[config.mk]
export PLATFORM = sky130hd
export DESIGN_NAME = store_buffer
export DESIGN_NICKNAME = d
export VERILOG_FILES = /design/src/rtl/store_buffer_pkg.sv /design/src/rtl/store_buffer_fifo.sv /design/src/rtl/store_buffer.sv
export SDC_FILE = /design/constraint.sdc
export NUM_CORES = 1
export LEC_CHECK = 0
export CAP_MARGIN = 20
export CORE_MARGIN = 8
export CORE_UTILIZATION = 50
export DETAILED_ROUTE_END_ITERATION = 8
export HOLD_SLACK_MARGIN = 0.03
export PLACE_DENSITY = 0.83
export SLEW_MARGIN = 25
export SYNTH_ARGS = -nofsm -noshare
export SYNTH_HDL_FRONTEND = slang
export SYNTH_SLANG_ARGS = --single-unit
[constraint.sdc]
create_clock -name Clk -period 19.1 [get_ports Clk]
set_input_delay 2.865 -clock Clk [delete_from_list [all_inputs] [get_ports Clk]]
set_output_delay 2.865 -clock Clk [all_outputs]
set_load 0.03 [all_outputs]
[src/rtl/store_buffer_pkg.sv]
// Shared types and the youngest-match search for the store buffer.
// Latency: pure combinational helpers. Backpressure: none.
// STORE_BUF_FWD_EN selects whether the search result feeds load forwarding.
package store_buffer_pkg;

   localparam int SB_DEPTH  = 4;
   localparam int SB_ADDR_W = 32;
   localparam int SB_DATA_W = 32;
   localparam int SB_PTR_W  = $clog2(SB_DEPTH);

   typedef struct packed {
      logic [SB_ADDR_W-1:0] addr;
      logic [SB_DATA_W-1:0] data;
   } entry_t;

   typedef struct packed {
      logic                hit;
      logic [SB_PTR_W-1:0] idx;
   } hit_t;

   // Walks from oldest to youngest so the entry nearest tail wins.
   function automatic hit_t youngest_hit(input logic [SB_DEPTH-1:0] match,
                                         input logic [SB_PTR_W-1:0] tail);
      hit_t                r;
      logic [SB_PTR_W-1:0] idx;
      r = '0;
      for (int k = SB_DEPTH; k >= 1; k--) begin
         idx = tail - SB_PTR_W'(k);
         if (match[idx]) begin
            r.hit = 1'b1;
            r.idx = idx;
         end
      end
      return r;
   endfunction

endpackage

[src/rtl/store_buffer_fifo.sv]
// Circular store queue with per-slot valid bits and a flat view of all slots.
// Latency: push/pop take effect at posedge; head is visible combinationally.
// Backpressure: push ignored when full, pop ignored when empty.
module store_buffer_fifo
   import store_buffer_pkg::*;
#(
   parameter int DEPTH  = SB_DEPTH,
   parameter int ADDR_W = SB_ADDR_W,
   parameter int DATA_W = SB_DATA_W,
   localparam int PTR_W = $clog2(DEPTH),
   localparam int CNT_W = PTR_W + 1
) (
   input  logic                    Clk,
   input  logic                    Reset_n,
   input  logic                    push,
   input  logic [ADDR_W-1:0]       push_addr,
   input  logic [DATA_W-1:0]       push_data,
   input  logic                    pop,
   output logic                    full,
   output logic                    empty,
   output logic [CNT_W-1:0]        count,
   output logic [PTR_W-1:0]        tail_ptr,
   output logic [ADDR_W-1:0]       head_addr,
   output logic [DATA_W-1:0]       head_data,
   output logic [DEPTH-1:0]        ent_vld,
   output logic [DEPTH*ADDR_W-1:0] ent_addr,
   output logic [DEPTH*DATA_W-1:0] ent_data
);

   entry_t           mem [DEPTH];
   logic [DEPTH-1:0] vld;
   logic [PTR_W-1:0] head, tail;
   logic [CNT_W-1:0] count_q;
   logic             do_push, do_pop;

   assign full    = (count_q == CNT_W'(DEPTH));
   assign empty   = (count_q == '0);
   assign do_push = push & ~full;
   assign do_pop  = pop & ~empty;

   // Push and pop never share a slot: a legal push means the queue is not full.
   always_ff @(posedge Clk or negedge Reset_n) begin
      if (!Reset_n) begin
         head    <= '0;
         tail    <= '0;
         count_q <= '0;
         vld     <= '0;
      end else begin
         if (do_push) begin
            vld[tail] <= 1'b1;
            tail      <= tail + 1'b1;
         end
         if (do_pop) begin
            vld[head] <= 1'b0;
            head      <= head + 1'b1;
         end
         case ({do_push, do_pop})
            2'b10:   count_q <= count_q + 1'b1;
            2'b01:   count_q <= count_q - 1'b1;
            default: count_q <= count_q;
         endcase
      end
   end

   always_ff @(posedge Clk) begin
      if (do_push) mem[tail] <= '{addr: push_addr, data: push_data};
   end

   for (genvar i = 0; i < DEPTH; i++) begin : g_view
      assign ent_addr[i*ADDR_W +: ADDR_W] = mem[i].addr;
      assign ent_data[i*DATA_W +: DATA_W] = mem[i].data;
   end

   assign ent_vld   = vld;
   assign count     = count_q;
   assign tail_ptr  = tail;
   assign head_addr = mem[head].addr;
   assign head_data = mem[head].data;

endmodule

[src/rtl/store_buffer.sv]
// Posted-write buffer in front of data memory; loads own the port, stores drain when idle.
// Latency: loads 0 cycles (forwarded or memory), stores drain one per free cycle.
// Backpressure: Stall on store-when-full; without STORE_BUF_FWD_EN also on load hitting a pending store.
module store_buffer
   import store_buffer_pkg::*;
#(
   parameter int DEPTH  = SB_DEPTH,
   parameter int ADDR_W = SB_ADDR_W,
   parameter int DATA_W = SB_DATA_W,
   localparam int PTR_W = $clog2(DEPTH),
   localparam int CNT_W = PTR_W + 1
) (
   input  logic              Clk,
   input  logic              Reset_n,
   input  logic [ADDR_W-1:0] Address,
   input  logic [DATA_W-1:0] WriteData,
   input  logic              MemRead,
   input  logic              MemWrite,
   output logic [DATA_W-1:0] ReadData,
   output logic              Stall,
   output logic              Empty,
   output logic [CNT_W-1:0]  Count,
   output logic [ADDR_W-1:0] DmAddress,
   output logic [DATA_W-1:0] DmWriteData,
   output logic              DmMemRead,
   output logic              DmMemWrite,
   input  logic [DATA_W-1:0] DmReadData
);

   logic                    push, pop, full, empty;
   logic [PTR_W-1:0]        tail_ptr;
   logic [ADDR_W-1:0]       head_addr;
   logic [DATA_W-1:0]       head_data;
   logic [DEPTH-1:0]        ent_vld, match;
   logic [DEPTH*ADDR_W-1:0] ent_addr;
   logic [DEPTH*DATA_W-1:0] ent_data;
   logic                    load_blk, load_go, drain;

   store_buffer_fifo #(.DEPTH(DEPTH), .ADDR_W(ADDR_W), .DATA_W(DATA_W)) u_fifo (
      .Clk       (Clk),
      .Reset_n   (Reset_n),
      .push      (push),
      .push_addr (Address),
      .push_data (WriteData),
      .pop       (pop),
      .full      (full),
      .empty     (empty),
      .count     (Count),
      .tail_ptr  (tail_ptr),
      .head_addr (head_addr),
      .head_data (head_data),
      .ent_vld   (ent_vld),
      .ent_addr  (ent_addr),
      .ent_data  (ent_data)
   );

   always_comb begin
      match = '0;
      for (int i = 0; i < DEPTH; i++)
         match[i] = ent_vld[i] & (ent_addr[i*ADDR_W +: ADDR_W] == Address);
   end

`ifdef STORE_BUF_FWD_EN
   hit_t hit;
   assign hit      = youngest_hit(match, tail_ptr);
   assign load_blk = 1'b0;
`else
   // A load hitting a pending store waits; the drain is what clears the hit.
   logic unused_tail;
   assign unused_tail = ^tail_ptr;
   assign load_blk    = MemRead & (|match);
`endif

   assign load_go = MemRead & ~load_blk;
   assign drain   = ~load_go & ~empty;
   assign Stall   = (MemWrite & full) | load_blk;
   assign push    = MemWrite & ~Stall;
   assign pop     = drain;
   assign Empty   = empty;

   always_comb begin
      DmAddress   = '0;
      DmWriteData = '0;
      DmMemRead   = 1'b0;
      DmMemWrite  = 1'b0;
      ReadData    = '0;
      if (load_go) begin
         DmAddress = Address;
         DmMemRead = 1'b1;
         ReadData  = DmReadData;
`ifdef STORE_BUF_FWD_EN
         if (hit.hit) ReadData = ent_data[hit.idx*DATA_W +: DATA_W];
`endif
      end else if (drain) begin
         DmAddress   = head_addr;
         DmWriteData = head_data;
         DmMemWrite  = 1'b1;
      end
   end

endmodule

==> key figures, run 1 <==
Cells and area
  • Total area of multi-input combinational cells: 0.00411 mm²
  • Antenna Cells: 0
  • Fin nets: 1077
  • Filler instances: 1777
  • Reg area: 0.00797 mm²
  • Layout cell share with drive strength beyond 1: 13.0%
  • Area Growth Syn to Fin: 25.1%

STA
  • Minimum clock period: 9850 ps
  • Final setup vio count: 0
  • Clk_skew: 21.1 ps
  • Final hold viol count: 0
  • Worst rel slew slack: 38.0%
  • RSZ-0062 raised after global routing: false
  • Least-Margin Pin Slew: 931 ps
  • Final hold slack: 532 ps
  • Period utilization: 51.6%
  • TNS Setup: 0 ps
  • Slew Limit Fails: 0
  • F_max: 0.102 GHz

Synthesis
  • Simple-gate share of the synthesized area: 6.90%
  • Post-synthesis compound-gate area fraction: 1.10%
  • Mapped Area: 0.0125 mm²
  • Synth warn: 0
  • Main combinational cell family by area after synthesis: multiplexers
  • Cells after synthesis: 781
  • Seq/Total Area, Yosys: 63.7%
  • Post-synthesis xor/xnor area fraction: 8.89%
  • #FFs+latches synth: 267
  • Mux contribution to synthesized area: 14.4%
  • Synth Area in Adders: 1.06%
  • Yosys top cell by area: edfxtp_1
  • Syn_nets: 891
  • Synth top area share: 61.5%
  • Top post-synthesis cells by area: edfxtp_1 61%, mux4_2 12%, xor2_1 5.0%
  • Avg Inst Size Synth: 16.0 µm²
  • Unique masters post-synth: 38

Route
  • WL final: 29400 µm
  • ANT nets after route: 0
  • Routed len/inst: 22.3 µm
  • Via count: 7245
  • Initial DRC Count: 511
  • Drt pass-1 iters: 5
  • Via density: 5.50
  • DRC violations left: 0

GRT
  • GRT Util Overall: 19.0%
  • First-pass GRT wire length: 44700 µm
  • Initial antenna violation count: 1
  • Vias in the first global route: 7480
  • Overflow after GRT: 0
  • Largest net degree at the start of global routing: 61

Clock tree
  • Clk buf depth: 3
  • CTS sink cnt: 267
  • Hold Buf Count CTS: 0
  • CTS tree: yes
  • H-Tree Depth: 1
  • TritonCTS Buffers: 27
  • Clock Pin Slew Worst Setup and Hold Paths: 50 ps
  • Postcts setup bufs: 0
  • CTS resizes: 0
  • Clock latency on the worst-skew pair: 550 ps
  • Clock root buffer: clkbuf_16

Worst setup path
  • CP max FO: 36
  • Worst setup EP type: primary output
  • Crit path DAT: 6980 ps
  • RR Startpoint: u_fifo.mem[1][55]
  • Startpoint types: input port
  • Flop2flop setup slack: 15570 ps
  • R2R cell count: 14
  • Critical path class: in -> out
  • Worst R2R End: u_fifo.count[2]
  • WP data required: 16230 ps

Placement
  • Port Buf Inserts: 202
  • Routability cong.: 0.923
  • Final HPWL DP: 19700 µm

Pwr
  • Max rail drop VDD: 0.0865 mV
  • Power per standard cell area: 140 mW/mm²
  • Total Power: 2.19 mW
  • Leak pwr: 5.45 nW

Min path
  • Worst Hold Class: reg -> reg
  • HP Start: u_fifo.ent_vld[2]
  • Hold path depth: 1
  • Hold EP: u_fifo.ent_vld[2]

Floorplanning
  • Initial core utilization: 50.2%
  • Num rows: 58
  • Die width: 174 µm
  • Die area: 0.0303 mm²
  • Chip height: 174 µm
  • I/O Pins: 203
  • Core ar.: 0.0249 mm²

Run
  • MaxCap Viol Count: 0

Outcome
  • Status: finished, final reports clean
## synth_stat cells, drive strengths merged
cell and instances:
a2111oi 1, a211oi 4, a21o 1, a221o 2, and2 32, buf 29
clkbuf 27, dfrtp 11, edfxtp 256, fa 1, ha 9, inv 52
mux2 2, mux2i 33, mux4 64, nand2 36, nand3 7, nand4 16
nor2 5, nor2b 33, nor3 4, nor4 17, o211ai 1, o21ai 2
o22a 4, o22ai 1, o2bb2ai 1, or3 3, xnor2 56, xor2 71
## worst max path at each step
stage               cells past startpoint        start                end
floorplan                               8  Address[26]  u_fifo.ent_vld[0]
global placement                       10  Address[23]      DmAddress[22]
detailed placement                     10  Address[18]      DmAddress[16]
CTS                                    10  Address[18]      DmAddress[16]
global route                           10  Address[17]      DmAddress[22]
finish                                 10  Address[17]      DmAddress[16]
## worst max-delay path, stage by stage
cell,delay (ps)
clkdlybuf4s50_1,730
xor2_1,380
nor4_1,130
nand3_1,110
or3_4,130
nand4_4,260
nor2_4,590
buf_4,550
mux2i_1,420
clkdlybuf4s50_1,750
## area by class of cell
class / count / share of cell area [%]
Clock inverter: 16 / 0.976
Timing Repair Buffer: 213 / 13.5
Sequential cell: 267 / 50.9
Tap cell: 330 / 2.64
Clock buffer: 33 / 4.46
Inverter: 52 / 1.25
Multi-Input combinational cell: 406 / 26.3
## layer usage
layer,up-vias,wire length (µm),global-route usage [%]
met1,3579,11700,24.4
met2,367,14300,31.6
met3,54,2680,4.90
li1,3243,-,-
met5,-,13,0
met4,2,721,5.09
## layout by cell type (no fill, tap or decap), drive strengths merged
| master | count |
|---|---|
| a21o | 1 |
| clkbuf | 33 |
| dfrtp | 11 |
| o2bb2ai | 1 |
| nor2 | 5 |
| and2 | 32 |
| mux4 | 64 |
| xor2 | 71 |
| clkinv | 10 |
| nor3 | 4 |
| nor2b | 33 |
| mux2i | 33 |
| nor4 | 17 |
| nand3 | 7 |
| o211ai | 1 |
| or3 | 3 |
| clkinvlp | 3 |
| o22a | 4 |
| fa | 1 |
| mux2 | 2 |
| a221o | 2 |
| o21ai | 2 |
| ha | 9 |
| bufinv | 2 |
| o22ai | 1 |
| clkdlybuf4s50 | 202 |
| nand2 | 36 |
| nand4 | 16 |
| a211oi | 4 |
| a2111oi | 1 |
| xnor2 | 56 |
| inv | 53 |
| buf | 11 |
| edfxtp | 256 |
## sequential cells by signal, indices dropped and copies added (netlist names)
register,flops
u_fifo.head,2
u_fifo.ent_vld,4
u_fifo.count,3
u_fifo.tail_ptr,2
u_fifo.mem,256
## through the flow
step	instances	utilization (%)	instance area [µm²]	worst slack, ps
5_1_grt	1317	62.9	15600	9000
3_5_place_dp	1267	59.4	14800	9280
6_report	1317	62.9	15600	9250
2_1_floorplan	781	-	12500	9970
4_1_cts	1316	62.8	15600	9210
3_3_place_gp	1266	59.3	14800	9340
## cell families (layout without fill, tap and decap cells)
| group | after synthesis | in the layout |
|---|---|---|
| DFF | 267 | 267 |
| and+or+nand+nor | 153 | 153 |
| xor gates and xnor gates | 127 | 127 |
| buffers and inverters | 108 | 314 |
| muxes | 99 | 99 |
| AOI/OAI and AO/OA | 17 | 17 |
| adders and majority gates | 10 | 10 |
## where the power goes
part	internal (mW)	total [mW]	switching [mW]
Sequential	0.781	0.854	0.0726
Combinational	0.373	0.825	0.452
Clock	0.289	0.509	0.220
Total	1.44	2.19	0.745
No activity file was read; power rests on OpenSTA's default activity.
==> run 2: changes to the inputs <==
--- a/config.mk
+++ b/config.mk
@@ -7,10 +7,10 @@
 export LEC_CHECK = 0
 export CAP_MARGIN = 20
 export CORE_MARGIN = 8
-export CORE_UTILIZATION = 50
+export CORE_UTILIZATION = 49
 export DETAILED_ROUTE_END_ITERATION = 8
 export HOLD_SLACK_MARGIN = 0.03
-export PLACE_DENSITY = 0.83
+export PLACE_DENSITY = 0.85
 export SLEW_MARGIN = 25
 export SYNTH_ARGS = -nofsm -noshare
 export SYNTH_HDL_FRONTEND = slang
==> constraint.sdc (replaced) <==
create_clock -name Clk -period 7.99 [get_ports Clk]
set_input_delay 1.1985 -clock Clk [delete_from_list [all_inputs] [get_ports Clk]]
set_output_delay 1.1985 -clock Clk [all_outputs]
set_load 0.03 [all_outputs]
==> key figures, run 2 (synthesized netlist as in run 1, its figures left out) <==
Clock tree
  • CTS sink cnt: 267
  • Clock Pin Slew Worst Setup and Hold Paths: 60 ps
  • TritonCTS Buffers: 27
  • Hold Buf Count CTS: 0
  • Clock root buffer: clkbuf_16
  • Postcts setup bufs: 0
  • CTS resizes: 0
  • H-Tree Depth: 1
  • Clk buf depth: 3
  • Clock latency on the worst-skew pair: 540 ps
  • CTS tree: yes

Floorplanning
  • Num rows: 58
  • Die area: 0.0309 mm²
  • Die width: 176 µm
  • Chip height: 176 µm
  • I/O Pins: 203
  • Initial core utilization: 49.8%
  • Core ar.: 0.0251 mm²

STA
  • Worst rel slew slack: 30.5%
  • TNS Setup: 0 ps
  • Least-Margin Pin Slew: 1040 ps
  • Final hold slack: 501 ps
  • Final hold viol count: 0
  • Period utilization: 76.7%
  • Slew Limit Fails: 0
  • Final setup vio count: 0
  • F_max: 0.163 GHz
  • RSZ-0062 raised after global routing: false
  • Minimum clock period: 6130 ps
  • Clk_skew: 16.0 ps

Pwr
  • Register share of total power: 38.4%
  • Power per standard cell area: 340 mW/mm²
  • Internal power: 3.56 mW
  • Max rail drop VDD: 0.262 mV
  • Switching power: 1.78 mW
  • Proportion of power drawn by the clock network: 24.6%
  • Leak pwr: 5.51 nW
  • Logic pwr share: 37.1%
  • Sw frac: 33.4%

Route
  • DRC violations left: 0
  • Drt pass-1 iters: 5
  • WL final: 30100 µm
  • Via density: 5.54
  • ANT nets after route: 0
  • Routed len/inst: 22.8 µm
  • Via count: 7313
  • Initial DRC Count: 533

Cells and area
  • Layout cell share with drive strength beyond 1: 13.3%
  • Finished Cell Area: 0.0157 mm²
  • Commonest cells after routing, fill and taps aside: 256 x edfxtp_1, 202 x clkdlybuf4s50_1, 71 x xor2_1, 64 x mux4_2, 56 x xnor2_1
  • Max reg flops: 256
  • Largest reg by FF count: u_fifo.mem
  • Commonest non-fill, non-tap cell in the layout: edfxtp_1
  • Fin nets: 1079
  • Antenna Cells: 0
  • Area Growth Syn to Fin: 25.8%

Worst setup path
  • Startpoint types: input port
  • CP max FO: 21
  • Largest stage delay, worst path: 750 ps
  • Critical Path, Cell by Cell: clkdlybuf4s50_1 -> xor2_1 -> nor4_1 -> nand4_1 -> or3_4 -> nand4_4 -> nor2_4 -> buf_4 -> mux2i_1 -> clkdlybuf4s50_1
  • Crit path DAT: 4930 ps
  • R2R cell count: 14
  • WP data required: 6790 ps
  • Critical path class: in -> out
  • Critical Path Slowest Stage Cell: clkdlybuf4s50_1
  • Crit-path most repeated cell: clkdlybuf4s50_1
  • Worst setup EP type: primary output

GRT
  • First-pass GRT wire length: 46200 µm
  • GR Util met2: 31.8%
  • M3 GR Usage: 4.98%
  • Met1 usage: 25.0%
  • Largest net degree at the start of global routing: 66
  • GRT Max-Usage Layer: met2
  • GRT Util Overall: 19.3%
  • Overflow after GRT: 0
  • Vias in the first global route: 7762
  • Initial antenna violation count: 3

Placement
  • Final HPWL DP: 20300 µm
  • Routability cong.: 0.891
  • Dpl cell area: 0.0148 mm²
  • Port Buf Inserts: 202

Run
  • MaxCap Viol Count: 0

Outcome
  • Status: finished, final reports clean

Min path
  • Worst Hold Class: reg -> reg
  • Hold path depth: 1
[run 2: cell type report]
cell class,instances,area [µm²]
multi-input cells,406,4110
well taps,330,413
clock buffers,34,722
repair buffers,215,2120
clock inverters,16,208
flip-flops and latches,267,7970
fillers,1846,9370
inverters,52,195
[run 2: metal layers]
layer	share of wire [%]	routed length (µm)	vias up
met1	41	12300	3689
met2	49	14700	317
li1	-	-	3249
met4	2.1	625	6
met5	0.12	36	-
met3	8.4	2520	52
[run 2: final timing paths]
kind,from,to,slack [ps]
hold / removal,u_fifo.ent_vld[2],u_fifo.ent_vld[2],500
min in group asynchronous,Reset_n,u_fifo.ent_vld[2],1010
max in group asynchronous,Reset_n,u_fifo.head[0],6570
setup reg to reg,u_fifo.mem[1][52],u_fifo.count[2],4470
hold reg to reg,u_fifo.ent_vld[2],u_fifo.ent_vld[2],500
setup / recovery,Address[20],DmAddress[23],1860
[run 2: critical path: cells and delay by family]
kind / cells / cell delay [ps]
AND/OR/NAND/NOR: 5 / 1430
multiplexers: 1 / 350
buffers and inverters: 3 / 1660
XOR/XNOR: 1 / 250
[run 2: power by group through the flow]
stage	combinational [mW]	sequential (mW)	clock, mW
after detailed placement	1.99	2.08	0
after global routing	2.11	2.08	1.39
final	1.98	2.05	1.31
after CTS	2.01	2.05	1.34
after floorplan	1.32	2.04	0
after global placement	1.98	2.06	0
[run 2: through the flow]
step / cells / total power [mW] / utilization (%) / setup slack, ps
5_1_grt: 1320 / 5.59 / 62.7 / 1760
3_3_place_gp: 1269 / 4.04 / 58.9 / 2040
6_report: 1320 / 5.34 / 62.7 / 1860
3_5_place_dp: 1269 / 4.08 / 58.9 / 1940
4_1_cts: 1319 / 5.40 / 62.6 / 1940
2_1_floorplan: 781 / 3.37 / - / 528
